--- src/rtl/bcd_entry_scan.sv ---
//------------------------------------------------------------------------------
// Module      : bcd_entry_scan
// Description : N-digit BCD keypad entry register with per-digit decimal
//               one-hot decode and a time-multiplexed scan output.
// Revision    : 1.0 - initial release
//------------------------------------------------------------------------------
`default_nettype none

module bcd_entry_scan #(
    parameter int NUM_DIGITS = 4,
    parameter int SCAN_DIV   = 1000
) (
    input  logic                             clk,
    input  logic                             rst,
    input  logic                             key_valid,
    input  logic [3:0]                       key_code,
    output logic [4*NUM_DIGITS-1:0]          digits,
    output logic [10*NUM_DIGITS-1:0]         onehot,
    output logic [$clog2(NUM_DIGITS+1)-1:0]  count,
    output logic                             full,
    output logic                             entry_err,
    output logic [NUM_DIGITS-1:0]            scan_sel,
    output logic [9:0]                       scan_onehot
);

    localparam int CW = $clog2(NUM_DIGITS+1);
    localparam int IW = $clog2(NUM_DIGITS);
    localparam int PW = (SCAN_DIV > 1) ? $clog2(SCAN_DIV) : 1;

    localparam logic [CW-1:0] c_FULL     = CW'(NUM_DIGITS);
    localparam logic [CW-1:0] c_ONE      = CW'(1);
    localparam logic [PW-1:0] c_DIV_LAST = PW'(SCAN_DIV - 1);
    localparam logic [IW-1:0] c_IDX_LAST = IW'(NUM_DIGITS - 1);
    localparam logic [3:0]    c_CLEAR    = 4'd10;
    localparam logic [3:0]    c_BKSP     = 4'd11;

    logic [4*NUM_DIGITS-1:0]  r_digits;
    logic [CW-1:0]            r_count;
    logic                     r_err;
    logic [PW-1:0]            r_presc;
    logic [IW-1:0]            r_idx;
    logic [10*NUM_DIGITS-1:0] w_onehot;
    logic [9:0]               w_scan;

    // Entry register: newest digit always sits in slot 0
    always_ff @(posedge clk or posedge rst) begin
        if (rst) begin
            r_digits <= '1;
            r_count  <= '0;
            r_err    <= 1'b0;
        end else begin
            r_err <= 1'b0;
            if (key_valid) begin
                if (key_code <= 4'd9) begin
                    if (r_count < c_FULL) begin
                        r_digits <= {r_digits[4*NUM_DIGITS-5:0], key_code};
                        r_count  <= r_count + c_ONE;
                    end else begin
                        r_err <= 1'b1;
                    end
                end else if (key_code == c_CLEAR) begin
                    r_digits <= '1;
                    r_count  <= '0;
                end else if (key_code == c_BKSP) begin
                    if (r_count != '0) begin
                        r_digits <= {4'hF, r_digits[4*NUM_DIGITS-1:4]};
                        r_count  <= r_count - c_ONE;
                    end else begin
                        r_err <= 1'b1;
                    end
                end else begin
                    r_err <= 1'b1;
                end
            end
        end
    end

    // Scan prescaler and channel index free-run regardless of key activity
    always_ff @(posedge clk or posedge rst) begin
        if (rst) begin
            r_presc <= '0;
            r_idx   <= '0;
        end else if (r_presc == c_DIV_LAST) begin
            r_presc <= '0;
            r_idx   <= (r_idx == c_IDX_LAST) ? '0 : r_idx + IW'(1);
        end else begin
            r_presc <= r_presc + PW'(1);
        end
    end

    generate
        for (genvar k = 0; k < NUM_DIGITS; k++) begin : g_dec
            logic [3:0] w_nib;
            assign w_nib = r_digits[4*k +: 4];
            assign w_onehot[10*k +: 10] = (w_nib <= 4'd9) ? (10'd1 << w_nib) : 10'd0;
        end
    endgenerate

    always_comb begin
        w_scan = '0;
        for (int k = 0; k < NUM_DIGITS; k++) begin
            if (r_idx == IW'(k)) begin
                w_scan = w_onehot[10*k +: 10];
            end
        end
    end

    assign digits      = r_digits;
    assign onehot      = w_onehot;
    assign count       = r_count;
    assign full        = (r_count == c_FULL);
    assign entry_err   = r_err;
    assign scan_sel    = NUM_DIGITS'(1) << r_idx;
    assign scan_onehot = w_scan;

endmodule

`default_nettype wire

--- config.mk ---
export PLATFORM = sky130hd
export DESIGN_NAME = bcd_entry_scan
export DESIGN_NICKNAME = d
export VERILOG_FILES = /design/src/rtl/bcd_entry_scan.sv
export SDC_FILE = /design/constraint.sdc
export NUM_CORES = 1
export LEC_CHECK = 0
export ABC_AREA = 1
export CAP_MARGIN = 10
export CORE_UTILIZATION = 43
export DETAILED_ROUTE_END_ITERATION = 10
export HOLD_SLACK_MARGIN = 0.08
export PLACE_DENSITY = 0.75
export SYNTH_ARGS = -nofsm -noshare
export SYNTH_HDL_FRONTEND = slang
export SYNTH_SLANG_ARGS = --single-unit
--- constraint.sdc ---
create_clock -name clk -period 2.2 [get_ports clk]
set_input_delay 0.44 -clock clk [delete_from_list [all_inputs] [get_ports clk]]
set_output_delay 0.44 -clock clk [all_outputs]
set_load 0.005 [all_outputs]
# Yosys cells after proc, flatten, opt, wreduce, memory -nomap -nowiden
# Index checks and enable logic that the tools add are counted.
[totals]
regBits = 32
word_cells = 59
output_inout_bits = 75
input_bits = 7
[op_classes]
n_addsub = 4
n_mux = 26
shifts = 5
n_eq_ne = 8
reduce_logical = 5
magnitude_cmp = 6
[op_table]
columns = ["operator", "n"]
rows = [
  ["2-to-1 mux 10 bit", 9],
  ["2-to-1 mux 16 bit", 5],
  ["left shift 1 x 4 -> 10 bit, first input constant", 4],
  ["less-or-equal comparator 4 bit, second input constant", 5],
  ["2-to-1 mux 3 bit", 5],
  ["adder 10 x 1 -> 10 bit, second input constant", 1],
  ["== test 10 bit, second input constant", 1],
  ["nonzero test 3 bit", 3],
  ["== test 4 bit, second input constant", 2],
  ["2-to-1 mux 1 bit", 6],
  ["== test 2 bit, second input constant", 2],
  ["AND reduction 4 bit", 1],
  ["left shift 1 x 2 -> 4 bit, first input constant", 1],
  ["adder 3 x 1 -> 3 bit, second input constant", 1],
  ["== test 3 bit, second input constant", 1],
  ["less-than comparator 3 bit, second input constant", 1],
  ["subtractor 3 x 1 -> 3 bit, second input constant", 1],
  ["adder 2 x 1 -> 2 bit, second input constant", 1],
  ["== test 2 x 1 -> 1 bit, second input constant", 1],
  ["zero test 2 bit", 1],
  ["2-to-1 mux 2 bit", 1],
  ["inequality test 2 x 1 -> 1 bit, second input constant", 1],
]

# Depth between registers and ports, before layout
# Gate-level depths: netlist (run 1).
[depth]
ltp_word = 6
depth_mapped = 9
depth_no_buf = 9

# Worst setup path after synthesis (run 1)
# OpenSTA, ideal clock, no wires.
[synth_timing]
kind = "reg2out"
startpoint = "register r_idx[0]"
endpoint = "output port scan_onehot[5]"
path_stages_with_launch = 9
slack_ns = 0.301
path_buffers = 0
t_required_ns = 1.760
t_arrival_ns = 1.459
cell_sequence = "dfrtp_1 -> inv_1 -> ha_1 -> inv_1 -> nor2_1 -> inv_1 -> o21ai_0 -> nand2_1 -> a21oi_1"
[synth_via]
elab_chain_cells = 5
word_cells_on_any_way = 8
classes_between = "eq/ne: 3; mux: 4; reduce/logical: 1"
[synth_lines]
columns = ["item", "line_no", "text"]
rows = [
  ["start, declared", "41", "logic [IW-1:0] r_idx;"],
  ["start signal, assigned", "85", "r_idx <= (r_idx == c_IDX_LAST) ? '0 : r_idx + IW'(1);"],
  ["zero test 2 bit", "102", "if (r_idx == IW'(k)) begin"],
  ["2-to-1 mux 10 bit (3 in a row)", "102", ""],
  ["2-to-1 mux 10 bit (*)", "102", ""],
  ["end, declared", "23", "output logic [9:0] scan_onehot"],
]
# Mark *: on every way between the ends. The rest lies on a longest branch, timed or not.

# Final worst setup path (run 1)
[layout_timing]
startpoint = "register r_idx[0]"
endpoint = "output port scan_onehot[9]"
# The elaborated chain is that of the path after synthesis.

==> results of run 1 <==
-- flip-flops by register name (all words and copies together) (netlist names) --
register / flops
digits: 16
r_presc: 10
count: 3
r_idx: 2
entry_err: 1
-- cell usage in the layout (no fill, tap or decap), types with 14 or more instances in the layout --
cell             count
clkdlybuf4s50_1     41
dfstp_2             16
nand3_1             33
buf_4               53
dlygate4sd2_1       16
dlymetal6s2s_1      14
nand2_1             82
nand2_2             18
nor2_1              43
inv_1               55
o21ai_2             19
dfrtp_1             16
-- power groups by stage --
stage / clock network [mW] / logic, mW / registers (mW)
3_3_place_gp: 0 / 2.78 / 1.08
6_report: 0.492 / 3.37 / 1.08
4_1_cts: 0.493 / 3.05 / 1.07
5_1_grt: 0.521 / 3.63 / 1.11
3_5_place_dp: 0 / 2.84 / 1.08
2_1_floorplan: 0 / 1.27 / 1.10
-- per-stage QoR --
| step | setup TNS (ns) | instance area, um^2 | utilization (%) | total power [mW] | worst slack, ns |
|---|---|---|---|---|---|
| after floorplan | 0 | 2646 | - | 2.373 | 0.3008 |
| after global placement | -0.4022 | 3826 | 64.62 | 3.859 | -0.06581 |
| after detailed placement | -0.8847 | 3826 | 64.62 | 3.924 | -0.1254 |
| after CTS | -0.2722 | 4100 | 69.25 | 4.611 | -0.08922 |
| after global routing | -0.8085 | 4369 | 73.80 | 5.262 | -0.1313 |
| final | -0.07306 | 4369 | 73.80 | 4.945 | -0.05927 |
-- logic make-up after synthesis --
group	synth area share, %
AND/OR/NAND/NOR	41.56
XOR/XNOR	1.986
flip-flops	31.02
buffers and inverters	12.53
AO/OA/AOI/OAI	9.125
adder cells (fa/ha/maj)	3.783
-- metal layers --
metal	vias up	GRT usage (%)	part of all wire, %
met3	22	3.864	5.9
met1	1495	33.08	40
met2	121	48.31	52
met4	0	9.643	2.7
met5	-	0	0
li1	1525	-	-
-- repair_timing --
item                       4_1_cts  5_1_grt
gates resized for setup         91       69
cloned                           0        0
buffers inserted                13        9
setup endpoints to repair       42       36
pin swaps                       23       23
-- cell type report --
type / count / area, um^2
fill: 460 / 1551
clock buffer: 5 / 68.82
multi-input combinational: 289 / 1783
clock inverter: 3 / 23.77
inverter: 67 / 256.5
tap: 75 / 93.84
timing repair buffer: 144 / 1323
sequential: 32 / 820.8
-- worst paths after layout --
check,end,depth (start not counted),slack (ns),start
worst min-delay path,r_presc[0],1,0.46,r_presc[0]
max in group asynchronous,digits[7],3,1.29,rst
worst max register to register,digits[8],9,0.60,count[0]
min in group asynchronous,r_presc[4],3,0.56,rst
worst max-delay path,scan_onehot[9],11,-0.06,r_idx[0]
worst min register to register,r_presc[0],1,0.46,r_presc[0]
==> flow_metrics.py, run 1 <==
metrics = {
    "route": {
        "ant_nets": 0,
        "wl_per_cell_um": 14.55,
        "firstDrtPassIters": 4,
        "wl_mm": 8.951,
        "avgViaCountPerCell": 5.143,
        "drt_iter0_markers": 213,
        "vias": 3163,
        "drc": 0,
    },
    "power_and_ir_drop": {
        "p_leak_nw": 2.417,
        "p_clk_share_pct": 10.0,
        "ir_drop_mv": 0.7897,
        "p_comb_share_pct": 68.2,
        "power_frac_seq_pct": 21.9,
        "power.density_mw_per_mm2": 1132,
        "switching_share_pct": 44.80,
        "switching_power_mw": 2.216,
        "intPower_mw": 2.730,
    },
    "logic_synthesis": {
        "ys_types": 32,
        "synth_area_per_cell_um2": 6.599,
        "yosysTopAreaCellShare_pct": 15.89,
        "synth_seq_cells": 32,
        "yosysSeqAreaShare_pct": 31.02,
        "synthTopCellsByCount": "nand2_1 (88), nor2_1 (66), inv_1 (65)",
        "synth_edf_count": 0,
        "syn_inst": 401,
        "async_reset_ff_share_pct": 100.0,
        "syn_area_mm2": 0.002646,
        "syn_nets": 416,
        "ys.flop_type": "dfstp_2",
        "synth_area_leaders": "dfstp_2 (16%), dfrtp_1 (15%), nand2_1 (12%), nor2_1 (9.4%), nand3_1 (9.3%)",
        "synth_area_leader_cell": "dfstp_2",
        "synth.most_common_cell": "nand2_1",
        "yosysWarnings": 0,
    },
    "critical_path": {
        "path_class": "reg -> out",
        "cpPeakStageDelay_ns": 0.41,
        "required_ns": 1.76,
        "slowest_stage": "dfrtp_1",
        "cpLargestDelayFamily": "buffers and inverters",
        "crit_buf_inv": 5,
        "worstSetupStartpointType": "flip-flop",
        "crit_fanout": 4,
        "setup.worst_path.end_class": "output port",
        "path_cells": "inv_2 -> ha_4 -> inv_2 -> nor2_2 -> buf_6 -> buf_6 -> nand3_2 -> nand2_1 -> nand2_1 -> a21oi_2 -> buf_2",
        "worstPathArrival_ns": 1.82,
    },
    "place": {
        "io_buffers": 81,
        "hpwlAfterDp_mm": 6.141,
        "gp_congestion": 0.8372,
        "dp_cells": 586,
    },
    "sta": {
        "fmax_mhz": 442.6,
        "rsz0062_at_grt": "true",
        "holdWs_ns": 0.4629,
        "slew_headroom_pct": 70.19,
        "setup_ws_ns": -0.05927,
        "hold_viol": 0,
        "finalMaxSlewViolations": 0,
        "setup_viol": 3,
        "period_minus_slack_ns": 2.259,
        "worst_slew_pin_slew_ns": 0.4472,
        "period_share_pct": 102.7,
        "skew_ns": 0.009856,
    },
    "final_layout": {
        "fin_nets": 554,
        "area_growth_pct": 65.11,
        "drive_above_1_share_pct": 37.41,
        "diodes": 0,
        "finalNonFillerCells": 615,
    },
    "clock_network": {
        "clock_latency_ns": 0.30,
        "hold_buffers": 0,
        "clk_pin_slew_ns": 0.09,
        "cts_tree": "done",
        "cts_buffers": 5,
        "h-tree-depth": 2,
        "cts-root-buf": "clkbuf_8",
        "cts_max_path_buffers": 2,
        "cts_sinks": 32,
    },
    "hold_path": {
        "hp-class": "reg -> reg",
    },
    "die": {
        "dieHeight_um": 80.45,
        "initial_core_util_pct": 44.70,
        "ioPinCount": 82,
        "die_area_mm2": 0.006472,
        "rows": 28,
        "die_w_um": 80.45,
        "fp.coreArea_mm2": 0.005921,
    },
    "global_route": {
        "grt_max_degree": 33,
        "grt_usage_pct": 27.19,
        "grt_remaining_overflow": 0,
        "grt_pass1_wl_mm": 13.50,
        "grt_pass1_vias": 2986,
        "antenna_found_initial": 0,
    },
    "outcome": {
        "outcome": "complete, but fails checks",
        "violations": "negative setup slack",
    },
    "job": {
        "cap_violations": 0,
    },
}
(Power assumes the default switching activity.)
==> run 2, diff against run 1 <==
Settings changed: CELL_PAD_IN_SITES_DETAIL_PLACEMENT set to 1, CELL_PAD_IN_SITES_GLOBAL_PLACEMENT set to 1, CORE_UTILIZATION 43 to 32, PLACE_DENSITY 0.75 to unset, PLACE_DENSITY_LB_ADDON set to 0.1.
==> flow_metrics.py, run 2 (synthesis gave the netlist of run 1 again) <==
metrics = {
    "final_layout": {
        "area_growth_pct": 76.31,
        "drive_above_1_share_pct": 41.95,
        "stdcell_area_mm2": 0.004666,
        "final_cell_mix": "nand2_1 (80), buf_4 (65), inv_1 (50)",
        "fin_nets": 579,
        "final_common_cell": "nand2_1",
        "finish.utilization_pct": 59.45,
        "largest_reg_flops": 16,
        "diodes": 0,
    },
    "sta": {
        "finalMaxSlewViolations": 0,
        "slew_headroom_pct": 67.92,
        "fmax_mhz": 410.2,
        "rsz0062_at_grt": "true",
        "holdWs_ns": 0.4624,
        "hold_viol": 0,
        "period_minus_slack_ns": 2.438,
        "worst_slew_pin_slew_ns": 0.4807,
        "period_share_pct": 110.8,
        "setup_viol": 10,
        "setup_ws_ns": -0.2380,
        "skew_ns": 0.01153,
    },
    "critical_path": {
        "r2r_cells": 9,
        "worstPathArrival_ns": 2.00,
        "required_ns": 1.76,
        "r2r-start": "count[0]",
        "r2r-end": "digits[3]",
        "path_class": "reg -> out",
        "regToRegSetupSlack_ns": 0.58,
        "crit_fanout": 4,
        "worstSetupStartpointType": "flip-flop",
        "setup.worst_path.end_class": "output port",
    },
    "route": {
        "drc": 0,
        "firstDrtPassIters": 4,
        "ant_nets": 0,
        "wl_per_cell_um": 18.55,
        "avgViaCountPerCell": 5.091,
        "vias": 3396,
        "wl_mm": 12.37,
        "drt_iter0_markers": 118,
    },
    "clock_network": {
        "cts_tree": "done",
        "h-tree-depth": 2,
        "hold_buffers": 0,
        "cts_buffers": 5,
        "clock_latency_ns": 0.30,
        "cts_max_path_buffers": 2,
        "cts-root-buf": "clkbuf_8",
        "clk_pin_slew_ns": 0.07,
        "cts_sinks": 32,
    },
    "hold_path": {
        "hold_depth": 1,
        "hp-class": "reg -> reg",
        "worst_hold_path.endpoint": "r_presc[0]",
        "worstHoldStart": "r_presc[0]",
    },
    "die": {
        "fp.coreArea_mm2": 0.007848,
        "die_w_um": 92.94,
        "die_area_mm2": 0.008637,
        "initial_core_util_pct": 33.72,
        "rows": 32,
        "ioPinCount": 82,
        "dieHeight_um": 92.94,
    },
    "global_route": {
        "antenna_found_initial": 0,
        "grt_max_degree": 33,
        "grt_usage_pct": 25.27,
        "grt_pass1_wl_mm": 16.91,
        "grt_pass1_vias": 3492,
        "grt_remaining_overflow": 0,
    },
    "place": {
        "pre_cts_ws_ns": -0.1312,
        "hpwlAfterDp_mm": 7.504,
        "gp_congestion": 0.8981,
        "io_buffers": 81,
        "place_area_mm2": 0.003915,
    },
    "outcome": {
        "violations": "negative setup slack",
        "outcome": "complete, but fails checks",
    },
    "power_and_ir_drop": {
        "ir_drop_mv": 0.4944,
        "total_power_mw": 5.570,
        "p_leak_nw": 2.586,
        "power.density_mw_per_mm2": 1194,
    },
    "job": {
        "cap_violations": 0,
    },
}
[run 2: cell types whose count changed in the layout (fill, tap and decap cells not counted), moves of 3 or more]
cell	delta
dlygate4sd2_1	+4
nor2_4	+3
inv_1	-5
clkdlybuf4s50_1	-5
nand3_4	-3
nand3_2	+4
buf_6	+10
inv_2	+5
buf_4	+12
[run 2: final cells by class]
class                           instances  area [um^2]
Tap cell                              102        127.6
Clock buffer                            6        82.58
Clock inverter                          2        15.01
Multi-Input combinational cell        289         1805
Timing Repair Buffer                  169         1558
Sequential cell                        32        820.8
Inverter                               67        256.5
Fill cell                            1011         3182
[run 2: layer usage]
layer	routed length, um	track usage, %	vias to the layer above
li1	-	-	1575
met3	585	3.202	46
met1	4788	27.94	1644
met4	608	10.77	0
met2	6392	47.86	131
met5	0	0	-
[run 2: timing repair]
| action | CTS | global route |
|---|---|---|
| resized for setup | 118 | 69 |
| endpoints found under the setup margin | 44 | 33 |
| pin swaps | 17 | 18 |
| gates cloned | 0 | 1 |
| setup buffers | 29 | 13 |
[run 2: power breakdown]
group          switching (mW)  total (mW)  internal, mW
registers               0.210        1.07         0.863
clock network           0.265       0.518         0.254
logic                    2.04        3.98          1.94
[run 2: critical path, stage by stage, from the launching register on]
cell and delay [ns]:
dfrtp_1 0.45, buf_6 0.16, ha_4 0.17, nor2_4 0.13
buf_6 0.12, buf_6 0.09, buf_6 0.08, nand3_2 0.06
nand3_2 0.08, o211ai_1 0.12, nand2_1 0.12, buf_2 0.13
[run 2: worst max path at each step]
stage | from | slack (ns) | cells after the start | to
floorplan | r_idx[0] | 0.30 | 8 | scan_onehot[5]
global placement | digits[1] | -0.04 | 7 | scan_onehot[2]
detailed placement | r_idx[0] | -0.13 | 10 | scan_onehot[3]
CTS | r_idx[0] | -0.14 | 13 | scan_onehot[5]
global route | r_idx[1] | -0.29 | 12 | scan_onehot[3]
finish | r_idx[0] | -0.24 | 11 | scan_onehot[3]
[run 2: stage by stage]
step / std cells / setup TNS, ns
2_1_floorplan: 401 / 0
3_3_place_gp: 622 / -0.1142
3_5_place_dp: 622 / -0.9710
4_1_cts: 658 / -0.4275
5_1_grt: 667 / -1.576
6_report: 667 / -0.8858
